**src/rtl/eth_tx_arbiter.sv**
```systemverilog
// Round-robin frame arbiter that shares one rgmii_tx MAC between N_REQ frame sources.
// Define ETH_TX_ARB_STATS_EN to enable the frame_cnt / trunc_cnt statistics counters.
module eth_tx_arbiter #(
  parameter int unsigned N_REQ       = 2,
  parameter int unsigned MAX_PAYLOAD = 1500,
  parameter int unsigned GAP_CYCLES  = 160
) (
  input  logic                 clk,
  input  logic                 rst_n,
  input  logic [N_REQ-1:0]     req,
  input  logic [48*N_REQ-1:0]  req_dest,
  input  logic [16*N_REQ-1:0]  req_type,
  input  logic [8*N_REQ-1:0]   req_data,
  input  logic [N_REQ-1:0]     req_last,
  output logic [N_REQ-1:0]     req_ready,
  output logic [N_REQ-1:0]     grant,
  output logic                 mac_phy_txen,
  output logic [7:0]           mac_phy_txd,
  output logic [47:0]          mac_dest,
  output logic [15:0]          ethertype,
  input  logic                 send_next,
  output logic                 underrun,
  output logic                 truncated,
  output logic [16*N_REQ-1:0]  frame_cnt,
  output logic [15:0]          trunc_cnt
);

  localparam int          NReq    = int'(N_REQ);
  localparam int unsigned IdxW    = (N_REQ > 1) ? $clog2(N_REQ) : 1;
  localparam int unsigned GapW    = (GAP_CYCLES > 2) ? $clog2(GAP_CYCLES) : 1;
  localparam logic [10:0] LastCnt = 11'(MAX_PAYLOAD - 1);
  // GAP lasts GAP_CYCLES-1 cycles; the IDLE arbitration cycle makes up the full quiet gap.
  localparam logic [GapW-1:0] GapLast = GapW'(GAP_CYCLES - 2);

  typedef enum logic [2:0] {StIdle, StHdr, StStream, StDrain, StGap} state_e;

  state_e            state_q, state_d;
  logic [IdxW-1:0]   owner_q, owner_d;
  logic [IdxW-1:0]   rr_q, rr_d;
  logic [N_REQ-1:0]  grant_q, grant_d;
  logic [47:0]       dest_q, dest_d;
  logic [15:0]       type_q, type_d;
  logic              txen_q, txen_d;
  logic [7:0]        txd_q, txd_d;
  logic [10:0]       byte_cnt_q, byte_cnt_d;
  logic [GapW-1:0]   gap_cnt_q, gap_cnt_d;
  logic              underrun_q, underrun_d;
  logic              truncated_q, truncated_d;

  logic [IdxW-1:0]   arb_idx;
  logic [N_REQ-1:0]  arb_onehot;
  logic [47:0]       arb_dest;
  logic [15:0]       arb_type;
  logic              own_req;
  logic              own_last;
  logic [7:0]        own_data;

  // First pending request at or after rr_q, wrapping; lower offsets win.
  always_comb begin
    arb_idx = '0;
    for (int k = NReq - 1; k >= 0; k--) begin
      for (int i = 0; i < NReq; i++) begin
        if (req[i] && (((int'(rr_q) + k) % NReq) == i)) begin
          arb_idx = IdxW'(i);
        end
      end
    end
    arb_onehot = '0;
    arb_dest   = '0;
    arb_type   = '0;
    for (int i = 0; i < NReq; i++) begin
      if (arb_idx == IdxW'(i)) begin
        arb_onehot[i] = 1'b1;
        arb_dest      = req_dest[48*i +: 48];
        arb_type      = req_type[16*i +: 16];
      end
    end
  end

  always_comb begin
    own_req  = 1'b0;
    own_last = 1'b0;
    own_data = '0;
    for (int i = 0; i < NReq; i++) begin
      if (owner_q == IdxW'(i)) begin
        own_req  = req[i];
        own_last = req_last[i];
        own_data = req_data[8*i +: 8];
      end
    end
  end

  always_comb begin
    state_d     = state_q;
    owner_d     = owner_q;
    rr_d        = rr_q;
    grant_d     = grant_q;
    dest_d      = dest_q;
    type_d      = type_q;
    txen_d      = txen_q;
    txd_d       = txd_q;
    byte_cnt_d  = byte_cnt_q;
    gap_cnt_d   = gap_cnt_q;
    underrun_d  = 1'b0;
    truncated_d = 1'b0;
    req_ready   = '0;
    unique case (state_q)
      StIdle: begin
        byte_cnt_d = '0;
        if (|req) begin
          owner_d = arb_idx;
          grant_d = arb_onehot;
          dest_d  = arb_dest;
          type_d  = arb_type;
          txen_d  = 1'b1;
          state_d = StHdr;
        end
      end
      StHdr: begin
        if (!own_req) begin
          underrun_d = 1'b1;
          state_d    = StDrain;
        end else if (send_next) begin
          state_d = StStream;
        end
      end
      StStream: begin
        if (send_next) begin
          if (!own_req) begin
            underrun_d = 1'b1;
            state_d    = StDrain;
          end else begin
            req_ready  = grant_q;
            txd_d      = own_data;
            byte_cnt_d = byte_cnt_q + 11'd1;
            if (own_last || (byte_cnt_q == LastCnt)) begin
              truncated_d = !own_last;
              state_d     = StDrain;
            end
          end
        end
      end
      StDrain: begin
        txen_d    = 1'b0;
        grant_d   = '0;
        gap_cnt_d = '0;
        rr_d      = (owner_q == IdxW'(N_REQ - 1)) ? '0 : owner_q + IdxW'(1);
        state_d   = StGap;
      end
      StGap: begin
        if (gap_cnt_q == GapLast) begin
          state_d = StIdle;
        end else begin
          gap_cnt_d = gap_cnt_q + GapW'(1);
        end
      end
      default: state_d = StIdle;
    endcase
  end

  always_ff @(posedge clk or negedge rst_n) begin
    if (!rst_n) begin
      state_q     <= StIdle;
      owner_q     <= '0;
      rr_q        <= '0;
      grant_q     <= '0;
      dest_q      <= '0;
      type_q      <= '0;
      txen_q      <= 1'b0;
      txd_q       <= '0;
      byte_cnt_q  <= '0;
      gap_cnt_q   <= '0;
      underrun_q  <= 1'b0;
      truncated_q <= 1'b0;
    end else begin
      state_q     <= state_d;
      owner_q     <= owner_d;
      rr_q        <= rr_d;
      grant_q     <= grant_d;
      dest_q      <= dest_d;
      type_q      <= type_d;
      txen_q      <= txen_d;
      txd_q       <= txd_d;
      byte_cnt_q  <= byte_cnt_d;
      gap_cnt_q   <= gap_cnt_d;
      underrun_q  <= underrun_d;
      truncated_q <= truncated_d;
    end
  end

  assign grant        = grant_q;
  assign mac_phy_txen = txen_q;
  assign mac_phy_txd  = txd_q;
  assign mac_dest     = dest_q;
  assign ethertype    = type_q;
  assign underrun     = underrun_q;
  assign truncated    = truncated_q;

`ifdef ETH_TX_ARB_STATS_EN
  logic [16*N_REQ-1:0] frame_cnt_q, frame_cnt_d;
  logic [15:0]         trunc_cnt_q, trunc_cnt_d;
  logic                drain_entry;

  assign drain_entry = (state_d == StDrain) && (state_q != StDrain);

  always_comb begin
    frame_cnt_d = frame_cnt_q;
    trunc_cnt_d = trunc_cnt_q;
    for (int i = 0; i < NReq; i++) begin
      if (drain_entry && (owner_q == IdxW'(i)) && (frame_cnt_q[16*i +: 16] != 16'hFFFF)) begin
        frame_cnt_d[16*i +: 16] = frame_cnt_q[16*i +: 16] + 16'd1;
      end
    end
    if ((underrun_d || truncated_d) && (trunc_cnt_q != 16'hFFFF)) begin
      trunc_cnt_d = trunc_cnt_q + 16'd1;
    end
  end

  always_ff @(posedge clk or negedge rst_n) begin
    if (!rst_n) begin
      frame_cnt_q <= '0;
      trunc_cnt_q <= '0;
    end else begin
      frame_cnt_q <= frame_cnt_d;
      trunc_cnt_q <= trunc_cnt_d;
    end
  end

  assign frame_cnt = frame_cnt_q;
  assign trunc_cnt = trunc_cnt_q;
`else
  assign frame_cnt = '0;
  assign trunc_cnt = '0;
`endif

endmodule

```
**config.mk**
```make
export PLATFORM = sky130hd
export DESIGN_NAME = eth_tx_arbiter
export DESIGN_NICKNAME = d
export VERILOG_FILES = /design/src/rtl/eth_tx_arbiter.sv
export SDC_FILE = /design/constraint.sdc
export NUM_CORES = 1
export LEC_CHECK = 0
export ABC_AREA = 1
export BUFFER_PORTS_ARGS = -buffer_cell sky130_fd_sc_hd__buf_2
export CORE_MARGIN = 8
export CORE_UTILIZATION = 35
export CTS_CLUSTER_DIAMETER = 40
export DETAILED_ROUTE_END_ITERATION = 8
export GPL_TIMING_DRIVEN = 1
export SYNTH_ARGS = -nofsm -noshare
export SYNTH_HDL_FRONTEND = slang
export SYNTH_SLANG_ARGS = --single-unit
```
**constraint.sdc**
```tcl
create_clock -name clk -period 4.5 [get_ports clk]
set_input_delay 0.9 -clock clk [delete_from_list [all_inputs] [get_ports clk]]
set_output_delay 0.9 -clock clk [all_outputs]
set_load 0.03 [all_outputs]
```
# == Yosys cells after proc, flatten, opt, wreduce, memory -nomap -nowiden ==
# Index checks and enable logic that the tools add are counted.
# totals
regBits,101
mem_bits_rw,0
inputBits,151
latch_bits,0
out_inout_bits,127
word_cells,86
n_memories,0
mem_bits_ro,0
# op_classes
n_reduce_logical,17
n_mul,0
eq_ne,14
n_bitwise,1
n_mux,38
n_div,0
n_lt_le_gt_ge,0
n_addsub,4
shift,0
# op_table
op,n
48-bit 2-to-1 mux,1
32-bit zero test,1
11-bit 2-to-1 mux,2
11-bit one-hot mux with 2 select lines,1
3-bit 2-to-1 mux,7
16-bit 2-to-1 mux,1
8-bit 2-to-1 mux,2
8-bit one-hot mux with 2 select lines,1
1-bit 2-to-1 mux,15
3-bit one-hot mux with 5 select lines,1
"11-bit by 1-bit adder with 11-bit output, second input constant",1
"11-bit equality test, second input constant",1
"2-bit inequality test, second input constant",5
"8-bit by 1-bit adder with 8-bit output, second input constant",1
"8-bit equality test, second input constant",1
2-bit 2-to-1 mux,4
"3-bit by 2-bit equality test with 1-bit output, second input constant",2
"3-bit inequality test, second input constant",2
2-bit AND reduction,3
3-bit AND reduction,2
2-bit nonzero test,3
5-bit AND reduction,1
1-bit one-hot mux with 2 select lines,2
2-bit one-hot mux with 2 select lines,1
other kinds (10),13

# == Longest topological paths before layout ==
# logic_depth
ltp_word,10
mapped_depth,9
mapped_depth_nobuf,9

# == Worst setup path after synthesis ==
# Ideal clock, no wire load.
# synth_path
path_kind,input to output
startpoint,in req[1]
endpoint,out req_ready[0]
path_buffers,1
cell_stages,7
arrival_time_ns,1.986
required_time_ns,3.600
setup_slack_ns,1.614
cell_sequence,nand2_1 nand2_1 nand2_4 a21oi_4 nand2_2 buf_6 nor2_1
# synth_via
elab_chain_len,4
# synth_lines
element,line,rtl
from (decl),10,"input logic [N_REQ-1:0] req,"
1-bit 2-to-1 mux,85,if (owner_q == IdxW'(i)) begin
2-bit 2-to-1 mux,129,if (!own_req) begin
2-bit 2-to-1 mux,128,if (send_next) begin
2-bit 2-to-1 mux,107,unique case (state_q)
to (decl),15,"output logic [N_REQ-1:0] req_ready,"
# No other way between the ends.

# == Worst setup path after layout ==
# layout_path
startpoint,reg owner_q
endpoint,out req_ready[0]
# layout_via
elab_chain_len,4
# layout_lines
element,line,rtl
from (decl),38,"logic [IdxW-1:0] owner_q, owner_d;"
from (signal assigned),177,owner_q <= owner_d;
1-bit 2-to-1 mux,85,
2-bit 2-to-1 mux,129,
2-bit 2-to-1 mux,128,
2-bit 2-to-1 mux,107,
# No other way between the ends.

==> metrics.md <==
| Metric | Value |
|---|---|
| Fin Clk Skew | 0.01008 ns |
| IO Port Bufs | 229 |
| Crit-path slowest cell | dfrtp_1 |
| RSZ-0062 raised after global routing | false |
| Die Y | 139.5 um |
| Final min period | 3.335 ns |
| Initial antenna violation count | 0 |
| Ratio of cells with drive above 1 in the final layout | 0.3129 |
| Worst path cell trace | inv_1 > nand2_1 > nand2_1 > nand2_4 > a21oi_4 > nand2_2 > nor2_1 > buf_2 |
| Vias/cell | 4.616 |
| Sequential fraction of the synthesis area | 0.4736 |
| Synth-to-layout area growth | 26.73% |
| Top-count cell post-synth | nand2_1 |
| Clock slew at reported path FFs | 0.07 ns |
| CP peak stage delay | 0.60 ns |
| Die Area | 19450 um^2 |
| Crit path top cell by count | nand2_1 |
| Yosys top cell by area | dfrtp_1 |
| Worst Hold Depth | 2 |
| Min-Delay Path Class | flop to flop |
| TritonRoute pass-1 iters | 4 |
| DR WL/cell | 15.59 um |
| Ranking of synthesized cells by area | dfrtp_1, o21ai_0, nand2_1 |
| Ys async rst share | 1.000 |
| Clk root buf | clkbuf_16 |
| Clock Latency Late Sink | 0.35 ns |
| Total track usage | 0.1726 |
| Clock Tree Buf Depth | 2 |
| Top_reg_cell synth | dfrtp_1 |
| DRC errors left | 0 |
| H-Tree Depth | 3 |
| Hold bufs inserted after CTS | 0 |
| Worst setup path category | flop to primary output |
| Endpoints failing hold | 0 |
| CTS Buf Count | 9 |
| #FFs+latches synth | 101 |
| Fin nets | 1031 |
| Tcrit/Tclk final | 0.7412 |
| R2R cell count | 8 |
| I/O pins | 278 |
| Num Clock Sinks | 101 |
| CTS tree | yes |
| Non-filler cells in the finished layout | 1070 |
| Nature of the critical path startpoint | flop |
| Crit path DAT | 2.44 ns |
| Setup Buffers After CTS | 0 |
| Placed Instances | 1054 |
| WP data required | 3.60 ns |
| Number of synthesized flops with an enable pin | 0 |
| R2r setup slk | 2.43 ns |
| Iteration-0 DRC Markers | 235 |
| Yosys top cell area share | 0.4736 |
| Post-Syn Area per Cell | 8.037 um^2 |
| Antenna diode count | 0 |
| Site row count | 45 |
| Drt total wl | 16.69 mm |
| Syn Inst Count | 664 |
| MaxCap Viol Count | 0 |
| Synthesized cell area | 5336 um^2 |
| Post-CTS sizing | 0 |
| CP endpoint kind | primary output |
| Worst IR drop on VDD | 283.5 uV |
| Largest net degree at the start of global routing | 69 |
| Maximum achievable frequency | 0.2998 GHz |
| Die X | 139.5 um |
| Number of distinct library cells after synthesis | 31 |
| Vias in the first global route | 5170 |
| Initial Utilization | 0.3550 |
| Slew HR | 0.4855 |
| Ys Warns | 0 |
| Design area | 6763 um^2 |
| Final slew viol count | 0 |
| Crit-path max FO | 20 |
| Core area | 15030 um^2 |
| Commonest cells in the netlist | nand2_1, o21ai_0, dfrtp_1 |
| Routability cong. | 0.7890 |
| WHS | 0.4699 ns |
| # setup viols final | 0 |
| Cell area after placement | 6437 um^2 |
| Routed Antenna Nets | 0 |
| Leakage | 3.540 nW |
| Tightest Pin Transition | 0.7718 ns |
| PD cells | 678.8 nW/um^2 |
| Status | completed |
| Total global routing overflow | 0 |
| First-pass GRT wire length | 27.14 mm |
| Vias | 4939 |
| HPWL after detailed placement | 12.34 mm |
| Setup tns final | 0 ns |
-- per-layer routing --
layer / GRT usage / share of wire / up-vias
met5: 0 / 0 / -
met4: 0.04737 / 0.014 / 0
met3: 0.07250 / 0.085 / 13
met2: 0.2963 / 0.49 / 154
met1: 0.1928 / 0.42 / 2270
li1: - / - / 2502
-- power breakdown --
part	internal, mW	leakage, nW	switching (mW)	total, mW
registers	1.28	1.27	0.229	1.51
logic	0.607	2.11	1.63	2.23
clock network	0.502	0.158	0.345	0.846
-- cell usage in the layout, fill, tap and decap left out, types with 3 or more instances in the layout --
master / instances
buf_2: 228
nand2_1: 143
o21ai_0: 124
dfrtp_1: 101
nor2_1: 87
conb_1: 48
nand3_1: 27
inv_1: 23
o21ai_1: 14
o21ai_2: 12
nand4_1: 11
clkbuf_16: 9
mux2i_1: 8
buf_4: 7
xor2_1: 6
inv_2: 3
nand2_2: 3
o21bai_1: 3
ha_1: 3
-- metrics by stage --
| stage | worst slack [ns] | util | total power [mW] |
|---|---|---|---|
| 2_1_floorplan | 1.614 | - | 3.109 |
| 3_3_place_gp | 1.325 | 0.4282 | 3.772 |
| 3_5_place_dp | 1.287 | 0.4282 | 3.798 |
| 4_1_cts | 1.136 | 0.4499 | 4.662 |
| 5_1_grt | 0.9236 | 0.4499 | 4.933 |
| 6_report | 1.165 | 0.4499 | 4.590 |
-- logic make-up after synthesis --
kind of cell / count (synthesis) / share of synthesized area
AOI/OAI and AO/OA: 159 / 0.1620
xor gates and xnor gates: 6 / 0.009848
and+or+nand+nor: 278 / 0.2155
buffers and inverters: 108 / 0.1163
other: 1 / 0.0007027
muxes: 8 / 0.01501
adders and majority gates: 3 / 0.007035
DFF: 101 / 0.4736
-- path summary, 6_finish.rpt --
path / endpoint / startpoint
worst max-delay path: req_ready[0] / owner_q
worst min-delay path: mac_phy_txen / mac_phy_txen
worst max register to register: mac_phy_txd[6] / owner_q
worst min register to register: mac_phy_txen / mac_phy_txen
max in group asynchronous: ethertype[5] / rst_n
min in group asynchronous: mac_phy_txd[6] / rst_n
-- critical path: cells and delay by family (launching register included) --
family	cells	cell delay (ns)
simple gates	5	0.81
flops	1	0.60
buf+inv	2	0.44
compound gates	1	0.23
-- layout make-up --
class	count	area, um^2
tap	188	235.2
clock buffer	10	239.0
fill	1581	8270
clock inverter	6	86.33
inverter	28	105.1
multi-input combinational	502	2376
timing repair buffer	235	1194
sequential	101	2527
-- state kept, by name (all words and copies together), names as in the netlist --
signal and flops:
byte_cnt_q 11, ethertype 16, gap_cnt_q 8, grant 2, mac_dest 48, mac_phy_txd 8, mac_phy_txen 1, owner_q 1
rr_q 1, state_q 3, truncated 1, underrun 1
Note: power is estimated with default switching activity, not from simulation.
